$ cat src/rtl/rgb_fade_pkg.sv
// Shared types and helpers for the RGB fade sequencer.
// Optional gamma publish mapping is selected by the RGB_FADE_GAMMA_EN macro.
package rgb_fade_pkg;

    localparam int DUTY_W = 8;
    localparam int TICK_W = 16;

    typedef enum logic [1:0] {
        IDLE = 2'd0,
        RAMP = 2'd1,
        HOLD = 2'd2
    } fade_state_e;

    typedef struct packed {
        logic [3*DUTY_W-1:0] rgb;
        logic [TICK_W-1:0]   step;
        logic [TICK_W-1:0]   hold;
    } fade_cmd_t;

    localparam int CMD_W = $bits(fade_cmd_t);

    // One-LSB move toward the target; never overshoots, so no wrap is possible.
    function automatic logic [DUTY_W-1:0] ramp_step(input logic [DUTY_W-1:0] cur,
                                                    input logic [DUTY_W-1:0] tgt);
        logic [DUTY_W-1:0] res;
        if (cur < tgt) begin
            res = cur + DUTY_W'(1);
        end else if (cur > tgt) begin
            res = cur - DUTY_W'(1);
        end else begin
            res = cur;
        end
        return res;
    endfunction

    function automatic logic [DUTY_W-1:0] duty_map(input logic [DUTY_W-1:0] c);
`ifdef RGB_FADE_GAMMA_EN
        logic [2*DUTY_W:0] sq;
        sq = ({{(DUTY_W+1){1'b0}}, c} * {{(DUTY_W+1){1'b0}}, c})
             + {{(DUTY_W+1){1'b0}}, {DUTY_W{1'b1}}};
        return sq[2*DUTY_W-1:DUTY_W];
`else
        return c;
`endif
    endfunction

endpackage

$ cat src/rtl/rgb_fade_sequencer_if.sv
// Command handshake between a fade requester (master) and the sequencer (slave).
interface rgb_fade_sequencer_if;
    import rgb_fade_pkg::*;

    logic                cmd_valid;
    logic                cmd_ready;
    logic [3*DUTY_W-1:0] cmd_rgb;
    logic [TICK_W-1:0]   cmd_step;
    logic [TICK_W-1:0]   cmd_hold;

    modport master (output cmd_valid, output cmd_rgb, output cmd_step, output cmd_hold,
                    input  cmd_ready);
    modport slave  (input  cmd_valid, input  cmd_rgb, input  cmd_step, input  cmd_hold,
                    output cmd_ready);

endinterface

$ cat src/rtl/rgb_fade_cmd_fifo.sv
// Synchronous command FIFO with registered occupancy; full/empty decode straight from level.
module rgb_fade_cmd_fifo
    import rgb_fade_pkg::*;
#(
    parameter int DEPTH = 4
) (
    input  logic                     clk,
    input  logic                     rst_n,
    input  logic                     push_i,
    input  logic                     pop_i,
    input  fade_cmd_t                wdata_i,
    output fade_cmd_t                rdata_o,
    output logic                     full_o,
    output logic                     empty_o,
    output logic [$clog2(DEPTH):0]   level_o
);
    localparam int PTR_W = $clog2(DEPTH);
    localparam int LVL_W = $clog2(DEPTH) + 1;

    fade_cmd_t        mem_q [DEPTH];
    logic [PTR_W-1:0] wr_ptr_q;
    logic [PTR_W-1:0] rd_ptr_q;
    logic [LVL_W-1:0] level_q;
    logic             push_ok_s;
    logic             pop_ok_s;

    assign full_o    = (level_q == LVL_W'(DEPTH));
    assign empty_o   = (level_q == LVL_W'(0));
    assign level_o   = level_q;
    assign rdata_o   = mem_q[rd_ptr_q];
    assign push_ok_s = push_i && !full_o;
    assign pop_ok_s  = pop_i && !empty_o;

    // Storage write
    always_ff @(posedge clk or negedge rst_n) begin
        if (!rst_n) begin
            for (int i = 0; i < DEPTH; i++) begin
                mem_q[i] <= '0;
            end
        end else if (push_ok_s) begin
            mem_q[wr_ptr_q] <= wdata_i;
        end
    end

    // Pointers wrap naturally because DEPTH is a power of two
    always_ff @(posedge clk or negedge rst_n) begin
        if (!rst_n) begin
            wr_ptr_q <= '0;
            rd_ptr_q <= '0;
            level_q  <= '0;
        end else begin
            if (push_ok_s) begin
                wr_ptr_q <= wr_ptr_q + PTR_W'(1);
            end
            if (pop_ok_s) begin
                rd_ptr_q <= rd_ptr_q + PTR_W'(1);
            end
            case ({push_ok_s, pop_ok_s})
                2'b10:   level_q <= level_q + LVL_W'(1);
                2'b01:   level_q <= level_q - LVL_W'(1);
                default: level_q <= level_q;
            endcase
        end
    end

endmodule

$ cat src/rtl/rgb_fade_sequencer.sv
// Fade sequencer: ramps per-channel duty toward queued targets and publishes on PWM frame ends.
// Define RGB_FADE_GAMMA_EN to publish gamma-mapped duty instead of linear duty.
module rgb_fade_sequencer
    import rgb_fade_pkg::*;
#(
    parameter int FIFO_DEPTH = 4
) (
    input  logic                         clk,
    input  logic                         rst_n,
    rgb_fade_sequencer_if.slave          cmd_if,
    input  logic                         frame_done_i,
    output logic [DUTY_W-1:0]            duty_r_o,
    output logic [DUTY_W-1:0]            duty_g_o,
    output logic [DUTY_W-1:0]            duty_b_o,
    output logic                         duty_load_o,
    output logic                         busy_o,
    output logic [$clog2(FIFO_DEPTH):0]  fifo_level_o
);
    localparam int RGB_W = 3 * DUTY_W;

    fade_state_e       state_q, state_d;
    logic [RGB_W-1:0]  tgt_q, tgt_d;
    logic [RGB_W-1:0]  cur_q, cur_d;
    logic [RGB_W-1:0]  duty_q, duty_d;
    logic [RGB_W-1:0]  map_s;
    logic [TICK_W-1:0] step_q, step_d;
    logic [TICK_W-1:0] hold_q, hold_d;
    logic [TICK_W-1:0] tick_q, tick_d;
    logic [TICK_W-1:0] hold_cnt_q, hold_cnt_d;
    logic [TICK_W-1:0] step_last_s;
    logic              load_q, load_d;
    logic              pop_s;
    logic              fifo_full_s;
    logic              fifo_empty_s;
    fade_cmd_t         push_cmd_s;
    fade_cmd_t         head_cmd_s;

    assign push_cmd_s = '{rgb: cmd_if.cmd_rgb, step: cmd_if.cmd_step, hold: cmd_if.cmd_hold};

    rgb_fade_cmd_fifo #(.DEPTH(FIFO_DEPTH)) u_fifo (
        .clk     (clk),
        .rst_n   (rst_n),
        .push_i  (cmd_if.cmd_valid),
        .pop_i   (pop_s),
        .wdata_i (push_cmd_s),
        .rdata_o (head_cmd_s),
        .full_o  (fifo_full_s),
        .empty_o (fifo_empty_s),
        .level_o (fifo_level_o)
    );

    assign cmd_if.cmd_ready = !fifo_full_s;
    assign busy_o           = (state_q != IDLE) || !fifo_empty_s;
    assign step_last_s      = (step_q == TICK_W'(0)) ? TICK_W'(0) : (step_q - TICK_W'(1));

    // FSM next-state, ramp stepping and command fetch
    always_comb begin
        state_d    = state_q;
        tgt_d      = tgt_q;
        cur_d      = cur_q;
        step_d     = step_q;
        hold_d     = hold_q;
        tick_d     = tick_q;
        hold_cnt_d = hold_cnt_q;
        pop_s      = 1'b0;
        case (state_q)
            IDLE: begin
                if (!fifo_empty_s) begin
                    pop_s   = 1'b1;
                    tgt_d   = head_cmd_s.rgb;
                    step_d  = head_cmd_s.step;
                    hold_d  = head_cmd_s.hold;
                    tick_d  = TICK_W'(0);
                    state_d = RAMP;
                end else begin
                    state_d = IDLE;
                end
            end
            RAMP: begin
                // Arrival is tested before stepping, so a target equal to cur exits at once
                if (cur_q == tgt_q) begin
                    hold_cnt_d = TICK_W'(0);
                    state_d    = HOLD;
                end else if (tick_q == step_last_s) begin
                    tick_d = TICK_W'(0);
                    for (int i = 0; i < 3; i++) begin
                        cur_d[i*DUTY_W +: DUTY_W] = ramp_step(cur_q[i*DUTY_W +: DUTY_W],
                                                              tgt_q[i*DUTY_W +: DUTY_W]);
                    end
                end else begin
                    tick_d = tick_q + TICK_W'(1);
                end
            end
            HOLD: begin
                if (hold_cnt_q >= hold_q) begin
                    state_d = IDLE;
                end else begin
                    hold_cnt_d = hold_cnt_q + TICK_W'(1);
                end
            end
            default: begin
                state_d = IDLE;
            end
        endcase
    end

    // Publish decision: only at frame end and only when the mapped duty actually differs
    always_comb begin
        map_s = '0;
        for (int i = 0; i < 3; i++) begin
            map_s[i*DUTY_W +: DUTY_W] = duty_map(cur_q[i*DUTY_W +: DUTY_W]);
        end
        duty_d = duty_q;
        if (frame_done_i && (map_s != duty_q)) begin
            duty_d = map_s;
            load_d = 1'b1;
        end else begin
            load_d = 1'b0;
        end
    end

    // State and datapath registers
    always_ff @(posedge clk or negedge rst_n) begin
        if (!rst_n) begin
            state_q    <= IDLE;
            tgt_q      <= '0;
            cur_q      <= '0;
            step_q     <= '0;
            hold_q     <= '0;
            tick_q     <= '0;
            hold_cnt_q <= '0;
            duty_q     <= '0;
            load_q     <= 1'b0;
        end else begin
            state_q    <= state_d;
            tgt_q      <= tgt_d;
            cur_q      <= cur_d;
            step_q     <= step_d;
            hold_q     <= hold_d;
            tick_q     <= tick_d;
            hold_cnt_q <= hold_cnt_d;
            duty_q     <= duty_d;
            load_q     <= load_d;
        end
    end

    assign duty_r_o    = duty_q[3*DUTY_W-1:2*DUTY_W];
    assign duty_g_o    = duty_q[2*DUTY_W-1:DUTY_W];
    assign duty_b_o    = duty_q[DUTY_W-1:0];
    assign duty_load_o = load_q;

endmodule

$ cat src/flat_wrapper.sv
// flat-port wrapper written by rule: the top's interface ports become plain ports
module rgb_fade_sequencer_flat import rgb_fade_pkg::*;
#(
    parameter int FIFO_DEPTH = 4
)
  (clk, rst_n, frame_done_i, duty_r_o, duty_g_o, duty_b_o, duty_load_o, busy_o, fifo_level_o, cmd_if_cmd_valid, cmd_if_cmd_rgb, cmd_if_cmd_step, cmd_if_cmd_hold, cmd_if_cmd_ready);
  rgb_fade_sequencer_if cmd_if_i ();
  input  logic clk;
  input  logic rst_n;
  input  logic frame_done_i;
  output logic [DUTY_W-1:0] duty_r_o;
  output logic [DUTY_W-1:0] duty_g_o;
  output logic [DUTY_W-1:0] duty_b_o;
  output logic duty_load_o;
  output logic busy_o;
  output logic [$clog2(FIFO_DEPTH):0] fifo_level_o;
  input wire logic [$bits(cmd_if_i.cmd_valid)-1:0] cmd_if_cmd_valid;
  input wire logic [$bits(cmd_if_i.cmd_rgb)-1:0] cmd_if_cmd_rgb;
  input wire logic [$bits(cmd_if_i.cmd_step)-1:0] cmd_if_cmd_step;
  input wire logic [$bits(cmd_if_i.cmd_hold)-1:0] cmd_if_cmd_hold;
  output wire logic [$bits(cmd_if_i.cmd_ready)-1:0] cmd_if_cmd_ready;
  assign cmd_if_i.cmd_valid = cmd_if_cmd_valid;
  assign cmd_if_i.cmd_rgb = cmd_if_cmd_rgb;
  assign cmd_if_i.cmd_step = cmd_if_cmd_step;
  assign cmd_if_i.cmd_hold = cmd_if_cmd_hold;
  assign cmd_if_cmd_ready = cmd_if_i.cmd_ready;
  rgb_fade_sequencer #(.FIFO_DEPTH(FIFO_DEPTH)) u_core (.clk(clk), .rst_n(rst_n), .cmd_if(cmd_if_i), .frame_done_i(frame_done_i), .duty_r_o(duty_r_o), .duty_g_o(duty_g_o), .duty_b_o(duty_b_o), .duty_load_o(duty_load_o), .busy_o(busy_o), .fifo_level_o(fifo_level_o));
endmodule
$ cat config.mk
export PLATFORM = sky130hd
export DESIGN_NAME = rgb_fade_sequencer_flat
export DESIGN_NICKNAME = d
export VERILOG_FILES = /design/src/rtl/rgb_fade_pkg.sv /design/src/rtl/rgb_fade_sequencer_if.sv /design/src/rtl/rgb_fade_cmd_fifo.sv /design/src/rtl/rgb_fade_sequencer.sv /design/src/flat_wrapper.sv
export SDC_FILE = /design/constraint.sdc
export NUM_CORES = 1
export LEC_CHECK = 0
export CAP_MARGIN = 20
export CORE_MARGIN = 1
export CORE_UTILIZATION = 61
export DETAILED_ROUTE_END_ITERATION = 8
export PLACE_DENSITY = 0.81
export SYNTH_ARGS = -nofsm -noshare
export SYNTH_HDL_FRONTEND = slang
export SYNTH_SLANG_ARGS = --single-unit
export TNS_END_PERCENT = 5
$ cat constraint.sdc
create_clock -name clk -period 4.35 [get_ports clk]
set_input_delay 0.87 -clock clk [delete_from_list [all_inputs] [get_ports clk]]
set_output_delay 0.87 -clock clk [all_outputs]
set_load 0.005 [all_outputs]
==> results of run 1 <==
[state kept, by name (all words and copies together) (netlist names)]
register	cells
u_core.u_fifo.mem_q	224
u_core.cur_q	24
u_core.duty_q	24
u_core.tgt_q	24
u_core.hold_cnt_q	16
u_core.hold_q	16
u_core.step_q	16
u_core.tick_q	16
u_core.u_fifo.level_o	3
u_core.state_q	2
u_core.u_fifo.rd_ptr_q	2
u_core.u_fifo.wr_ptr_q	2
u_core.duty_load_o	1
[stage by stage]
step                setup slack, ns  area (um^2)
floorplan                     0.922        18400
global placement              0.639        19700
detailed placement            0.420        19700
CTS                           0.311        21000
global route                  0.176        21000
finish                        0.472        21000
[worst paths after layout]
check	startpoint	to	slack, ns
max	u_core.cur_q[17]$_DFFE_PN0P_	u_core.cur_q[23]$_DFFE_PN0P_	0.47
min	rst_n	u_core.duty_load_o$_DFF_PN0_	0.37
max reg2reg	u_core.cur_q[17]$_DFFE_PN0P_	u_core.cur_q[23]$_DFFE_PN0P_	0.47
min reg2reg	u_core.hold_q[0]$_DFFE_PN0P_	u_core.hold_q[0]$_DFFE_PN0P_	0.49
max in group asynchronous	rst_n	u_core.step_q[14]$_DFFE_PN0P_	2.97
min in group clk	u_core.hold_q[0]$_DFFE_PN0P_	u_core.hold_q[0]$_DFFE_PN0P_	0.49
[cell families (layout without fill, tap and decap cells)]
kind of cell	after synthesis	after routing	share of synthesized area (%)
AOI/OAI and AO/OA	172	172	6.03
buffers and inverters	128	229	2.81
DFF	370	370	50.4
muxes	301	301	22.2
adders and majority gates	70	70	4.93
xor gates and xnor gates	81	81	3.94
and+or+nand+nor	367	367	9.60
[worst max-delay path, cell delays in order (launching register included)]
cell      delay [ns]
dfrtp_1         0.47
ha_1            0.34
nor2b_1         0.12
o21ai_0         0.08
nand2b_1        0.08
a21oi_1         0.07
o21ai_0         0.78
ha_1            0.39
a21o_1          0.16
a21oi_1         0.24
nor2b_1         0.08
o21a_1          0.19
o41ai_1         0.32
xnor2_1         0.17
nand3_1         0.11
xnor2_1         0.16
[where the power goes]
group | leakage (nW) | switching (mW) | internal (mW)
Clock | 0.679 | 1.32 | 2.19
Combinational | 4.41 | 2.84 | 3.12
Sequential | 4.60 | 1.08 | 4.93
[routing by layer]
layer | up-vias | global-route usage, % | wire length (um)
met5 | - | 0 | 0
met4 | 0 | 7.28 | 778
met3 | 65 | 3.87 | 1860
met2 | 300 | 43.2 | 18900
met1 | 6103 | 36.4 | 17300
li1 | 5462 | - | -
[synthesized netlist by cell type, types with 3 or more instances]
cell type,number
a221o_1,3
fa_1,4
nand3_1,14
or3_1,7
xnor2_1,43
mux2_4,18
o21a_1,5
a21o_1,26
mux2_2,224
nor2b_1,10
o31ai_1,8
or4_1,5
nor4_1,9
clkbuf_1,61
inv_1,55
nand2_1,193
nor3_1,16
and4_1,3
nand4_1,21
nand2b_1,7
o21ai_0,59
nor2_1,49
ha_1,66
o41ai_1,4
nand4b_1,3
mux2i_1,3
nand2_8,3
dfrtp_1,370
and2_1,3
a21oi_1,39
xor2_1,37
buf_1,6
mux4_2,56
buf_2,3
and3_1,11
[final cells by class]
| cell class | count | share of cell area [%] |
|---|---|---|
| clock inverters | 11 | 0.868 |
| well taps | 390 | 2.32 |
| repair buffers | 107 | 5.30 |
| flip-flops and latches | 370 | 44.0 |
| inverters | 55 | 0.981 |
| clock buffers | 56 | 5.67 |
| multi-input cells | 991 | 40.8 |
==> metrics.md, run 1 <==
| Metric | Value |
|---|---|
| Antenna diodes | 0 |
| Initial DRT Pass Iterations | 8 |
| CTS Buf Count | 39 |
| Crit path capture type | flip-flop |
| Hold Fails Final Rpt | 0 |
| WS Path Type | reg -> reg |
| Final cell count without fillers | 1980 |
| Initial antenna violation count | 0 |
| Max-slew violation count | 0 |
| Reg clk slew, reported paths | approximately 0.060 ns |
| Worst-Skew Late Latency | 0.52 ns |
| Path category of the worst min-delay check | in -> async |
| # fillers | a little over 2000 |
| Area leader, netlist | dfrtp_1 |
| Post-route minimum period | 3.88 ns |
| Async S/R FF share, synth | 100% |
| Drc violations | 0 |
| Post-Route Setup TNS | 0 ns |
| Reg2Reg Depth | 15 |
| Pwr Density | 736 mW/mm^2 |
| Via count | about 12000 |
| Post-synthesis cell type count | 72 |
| Area Growth Syn to Fin | 14.7% |
| Iteration-0 DRC count of the detailed router | 782 |
| Predominant post-synthesis flop cell | dfrtp_1 |
| CTS tree | done |
| IO Pins | 90 |
| Endpoints failing setup | 0 |
| Highest Clock Rate | about 260 MHz |
| Pleak | 9.68 nW |
| Power, Total | 15.5 mW |
| DIE WIDTH | roughly 180 um |
| Area of the multi-input gates | 0.00860 mm^2 |
| Clock buffer depth | 3 |
| Post-route ant nets | 0 |
| Nets@finish | 1694 |
| Max_slew headroom | 32.9% |
| Seq/Total Area, Yosys | around 50% |
| Root buffer cell | clkbuf_16 |
| Grt total ovfl | 0 |
| Net count after synthesis | 1619 |
| Placed Instances | 1912 |
| Routed length per instance | 19.6 um |
| Worst-margin pin slew | 0.997 ns |
| Layout cells sized above 1 | 25.3% |
| Max cap viols | 0 |
| CP max FO | 8 |
| Top cell type's share of synthesized area | roughly half |
| CTS Hold Bufs | 0 |
| Utilization after layout | 71.0% |
| Most frequent cells in the layout | 368 x dfrtp_1, 224 x mux2_2, 189 x nand2_1, 88 x clkdlybuf4s50_1, 66 x ha_1 |
| Chip height | 175 um |
| Total GRT Usage | a little over a quarter |
| Period utilization | between 80% and 90% |
| Max Clock Skew | 0.0138 ns |
| Worst hold slack | between 0.3 and 0.4 ns |
| RSZ-0062 raised after global routing | false |
| Number of global-route vias before repair | 12300 |
| Die area | 0.0308 mm^2 |
| Row count | 63 |
| Average cell area after synthesis | 12.3 um^2 |
| Drt via density | 6.03 |
| Worst Setup Start Kind | flip-flop |
| Post-DP HPWL | between 20 and 30 mm |
| Synthesized instance count | roughly 1500 |
| Largest net degree at the start of global routing | about 100 |
| Setup Buffers After CTS | 0 |
| Cts repair resizes | 0 |
| H-Tree Depth | 2 |
| Post-synth EDFFs | 0 |
| Status | completed |
| Total Routed Length | roughly 39 mm |
| Synth area leaders | dfrtp_1 50%, mux2_2 14%, mux4_2 6.9% |
| Sink Count | 370 |
| CP required | 4.75 ns |
| Crit path DAT | 4.28 ns |
| Port Buffer Count | 89 |
| Synth Register Bits | 370 |
| Yosys warning total | 0 |
| Final GP Congestion | 0.903 |
| Worst vdd ir | 0.471 mV |
| Initial Util | about three fifths |
| Most common cell after layout, fill and taps aside | dfrtp_1 |
| First-pass GRT wire length | 64.0 mm |
| Core area | a little under 0.03 mm^2 |
| Synth Cell Area | 0.0184 mm^2 |
| Register Area | 0.00926 mm^2 |
Power figures use the tool's default switching activity.
==> run 2, diff against run 1 <==
--- a/config.mk
+++ b/config.mk
@@ -9,6 +9,7 @@
 export CORE_MARGIN = 1
 export CORE_UTILIZATION = 61
 export DETAILED_ROUTE_END_ITERATION = 8
+export GPL_TIMING_DRIVEN = 0
 export PLACE_DENSITY = 0.81
 export SYNTH_ARGS = -nofsm -noshare
 export SYNTH_HDL_FRONTEND = slang
==> metrics.md, run 2 (same netlist as run 1, synthesis figures left out) <==
| Metric | Value |
|---|---|
| Highest Clock Rate | 254 MHz (-1.3%) |
| Drt via density | 5.97 (-0.91%) |
| Iteration-0 DRC count of the detailed router | 786 (+0.51%) |
| First-pass GRT wire length | 65.4 mm (+2.1%) |
| Routed length per instance | 19.7 um (+0.37%) |
| Pleak | 9.69 nW (about the same) |
| Post-route ant nets | 0 (unchanged) |
| Worst-margin pin slew | 1.06 ns (+0.0650 ns) |
| Final GP Congestion | 0.909 (+0.68%) |
| Post-Route Setup TNS | 0 ns (unchanged) |
| Crit path capture type | flip-flop |
| Worst-Skew Late Latency | 0.53 ns (about the same) |
| Clock buffer depth | 3 (unchanged) |
| WS Path Type | reg -> reg |
| Grt total ovfl | 0 (unchanged) |
| Initial DRT Pass Iterations | 5 (-3) |
| Setup Buffers After CTS | 0 (unchanged) |
| Cts repair resizes | 0 (unchanged) |
| Period utilization | 90.4% (+1.2 points) |
| Path category of the worst min-delay check | in -> async |
| Most frequent cells in the layout | 370 x dfrtp_1, 224 x mux2_2, 193 x nand2_1, 88 x clkdlybuf4s50_1 |
| Post-DP HPWL | 28.4 mm (+12%) |
| Most common cell after layout, fill and taps aside | dfrtp_1 |
| Reg clk slew, reported paths | 0.06 ns (about the same) |
| CP max FO | 8 (unchanged) |
| IO Pins | 90 (unchanged) |
| Dpl cell area | 0.0198 mm^2 (+0.80%) |
| Register bank with the most flops | u_core.u_fifo.mem_q |
| Row count | 63 (unchanged) |
| Design area | 0.0211 mm^2 (+0.38%) |
| Worst vdd ir | 0.488 mV (+3.7%) |
| Die area | 0.0308 mm^2 (unchanged) |
| Area Growth Syn to Fin | 15.1% |
| Core area | 0.0296 mm^2 (unchanged) |
| Drc violations | 0 (unchanged) |
| CTS Hold Bufs | 0 (unchanged) |
| Port Buffer Count | 89 (unchanged) |
| Number of flip-flops in the largest register | 224 (unchanged) |
| Layout cells sized above 1 | 23.5% (-1.8 points) |
| Sink Count | 370 (unchanged) |
| Chip height | 175 um (unchanged) |
| Max_slew headroom | 28.5% (-4.4 points) |
| CTS tree | done |
| Status | completed |
| Total GRT Usage | 26.9% (+0.69 points) |
| Number of global-route vias before repair | 12600 (+2.2%) |
| DIE WIDTH | 175 um (unchanged) |
| Total Routed Length | 40.2 mm (+3.6%) |
| Via count | 12200 (+2.3%) |
| Initial Util | 61.9% (unchanged) |
| Hold Fails Final Rpt | 0 (unchanged) |
| H-Tree Depth | 2 (unchanged) |
| CP required | 4.75 ns (about the same) |
| Crit path DAT | 4.33 ns (+0.05 ns) |
| Worst Setup Start Kind | flip-flop |
| Pwr Density | 729 mW/mm^2 (-0.97%) |
| Nets@finish | 1754 (+3.5%) |
| Endpoints failing setup | 0 (unchanged) |
| Max-slew violation count | 0 (unchanged) |
| Initial antenna violation count | 1 (+1) |
| Largest net degree at the start of global routing | 121 (+17%) |
| Worst Setup SP | u_core.cur_q[9]$_DFFE_PN0P_ |
| CTS Buf Count | 39 (unchanged) |
| Max Clock Skew | 0.0173 ns (+0.00343 ns) |
| Max cap viols | 0 (unchanged) |
| Root buffer cell | clkbuf_16 |
| RSZ-0062 raised after global routing | false |
| Worst reg2reg path startpoint | u_core.cur_q[9]$_DFFE_PN0P_ |
| Post-route minimum period | 3.93 ns (+0.0528 ns) |
-- run 2: cell count changes in the layout (fill, tap and decap cells not counted), moves of 3 or more --
cell       delta
inv_6         +3
clkinv_2      +3
nand2_2       -4
clkbuf_1     +62
buf_2         +3
buf_16        +3
buf_1         +6
bufinv_16     -3
buf_12        -6
buf_4        -10
nand2_1       +4
-- run 2: stage by stage --
step | setup WS, ns | cells | total power [mW] | utilization [%] | hold slack [ns]
after detailed placement | 0.473 | 1971 | 12.1 | 66.9 | 0.488
after global placement | -13.18 | 1968 | 11.7 | 66.6 | 0.473
after floorplan | 0.922 | 1489 | 10.3 | - | 0.450
final | 0.419 | 2044 | 15.4 | 71.3 | 0.216
after global routing | 0.103 | 2043 | 16.3 | 71.3 | 0.229
after CTS | 0.443 | 2041 | 15.4 | 71.2 | 0.214
-- run 2: layout make-up --
cell class / instances / area, um^2
well taps: 390 / 488
flip-flops and latches: 370 / 9260
fillers: 2040 / 8510
multi-input cells: 991 / 8580
clock inverters: 15 / 143
diodes: 1 / 2.50
repair buffers: 94 / 991
inverters: 55 / 206
plain buffers: 73 / 309
clock buffers: 55 / 1150
-- run 2: power breakdown --
part / leakage (nW) / internal [mW] / switching (mW)
combinational: 4.45 / 3.17 / 3.15
sequential: 4.60 / 4.93 / 0.852
clock: 0.643 / 1.96 / 1.34
total: 9.69 / 10.1 / 5.34
-- run 2: layer usage --
layer | vias up | track usage, % | share of wire (%)
met4 | 0 | 7.75 | 2.2
met5 | - | 0 | 0
met3 | 73 | 4.13 | 4.7
met1 | 6225 | 36.3 | 43
li1 | 5599 | - | -
met2 | 307 | 45.3 | 50
-- run 2: final timing paths --
kind | endpoint | slack (ns) | cells past startpoint
max | u_core.cur_q[15]$_DFFE_PN0P_ | 0.42 | 15
max reg2reg | u_core.cur_q[15]$_DFFE_PN0P_ | 0.42 | 15
max in group asynchronous | u_core.u_fifo.mem_q[133]$_DFFE_PN0P_ | 2.77 | 3
min in group clk | u_core.u_fifo.mem_q[14]$_DFFE_PN0P_ | 0.50 | 1
min | u_core.duty_load_o$_DFF_PN0_ | 0.22 | 1
min reg2reg | u_core.u_fifo.mem_q[14]$_DFFE_PN0P_ | 0.50 | 1
-- run 2: worst max-delay path, cell delays in order, from the launching register on --
cell	delay, ns
dfrtp_1	0.47
ha_1	0.34
nor2b_1	0.12
o21ai_0	0.08
nand2b_1	0.07
a21oi_1	0.08
o21ai_0	0.83
ha_1	0.39
a21o_1	0.17
a21oi_1	0.24
nor2b_1	0.08
o21a_1	0.20
o41ai_1	0.30
xnor2_1	0.17
nand3_1	0.11
xnor2_1	0.16
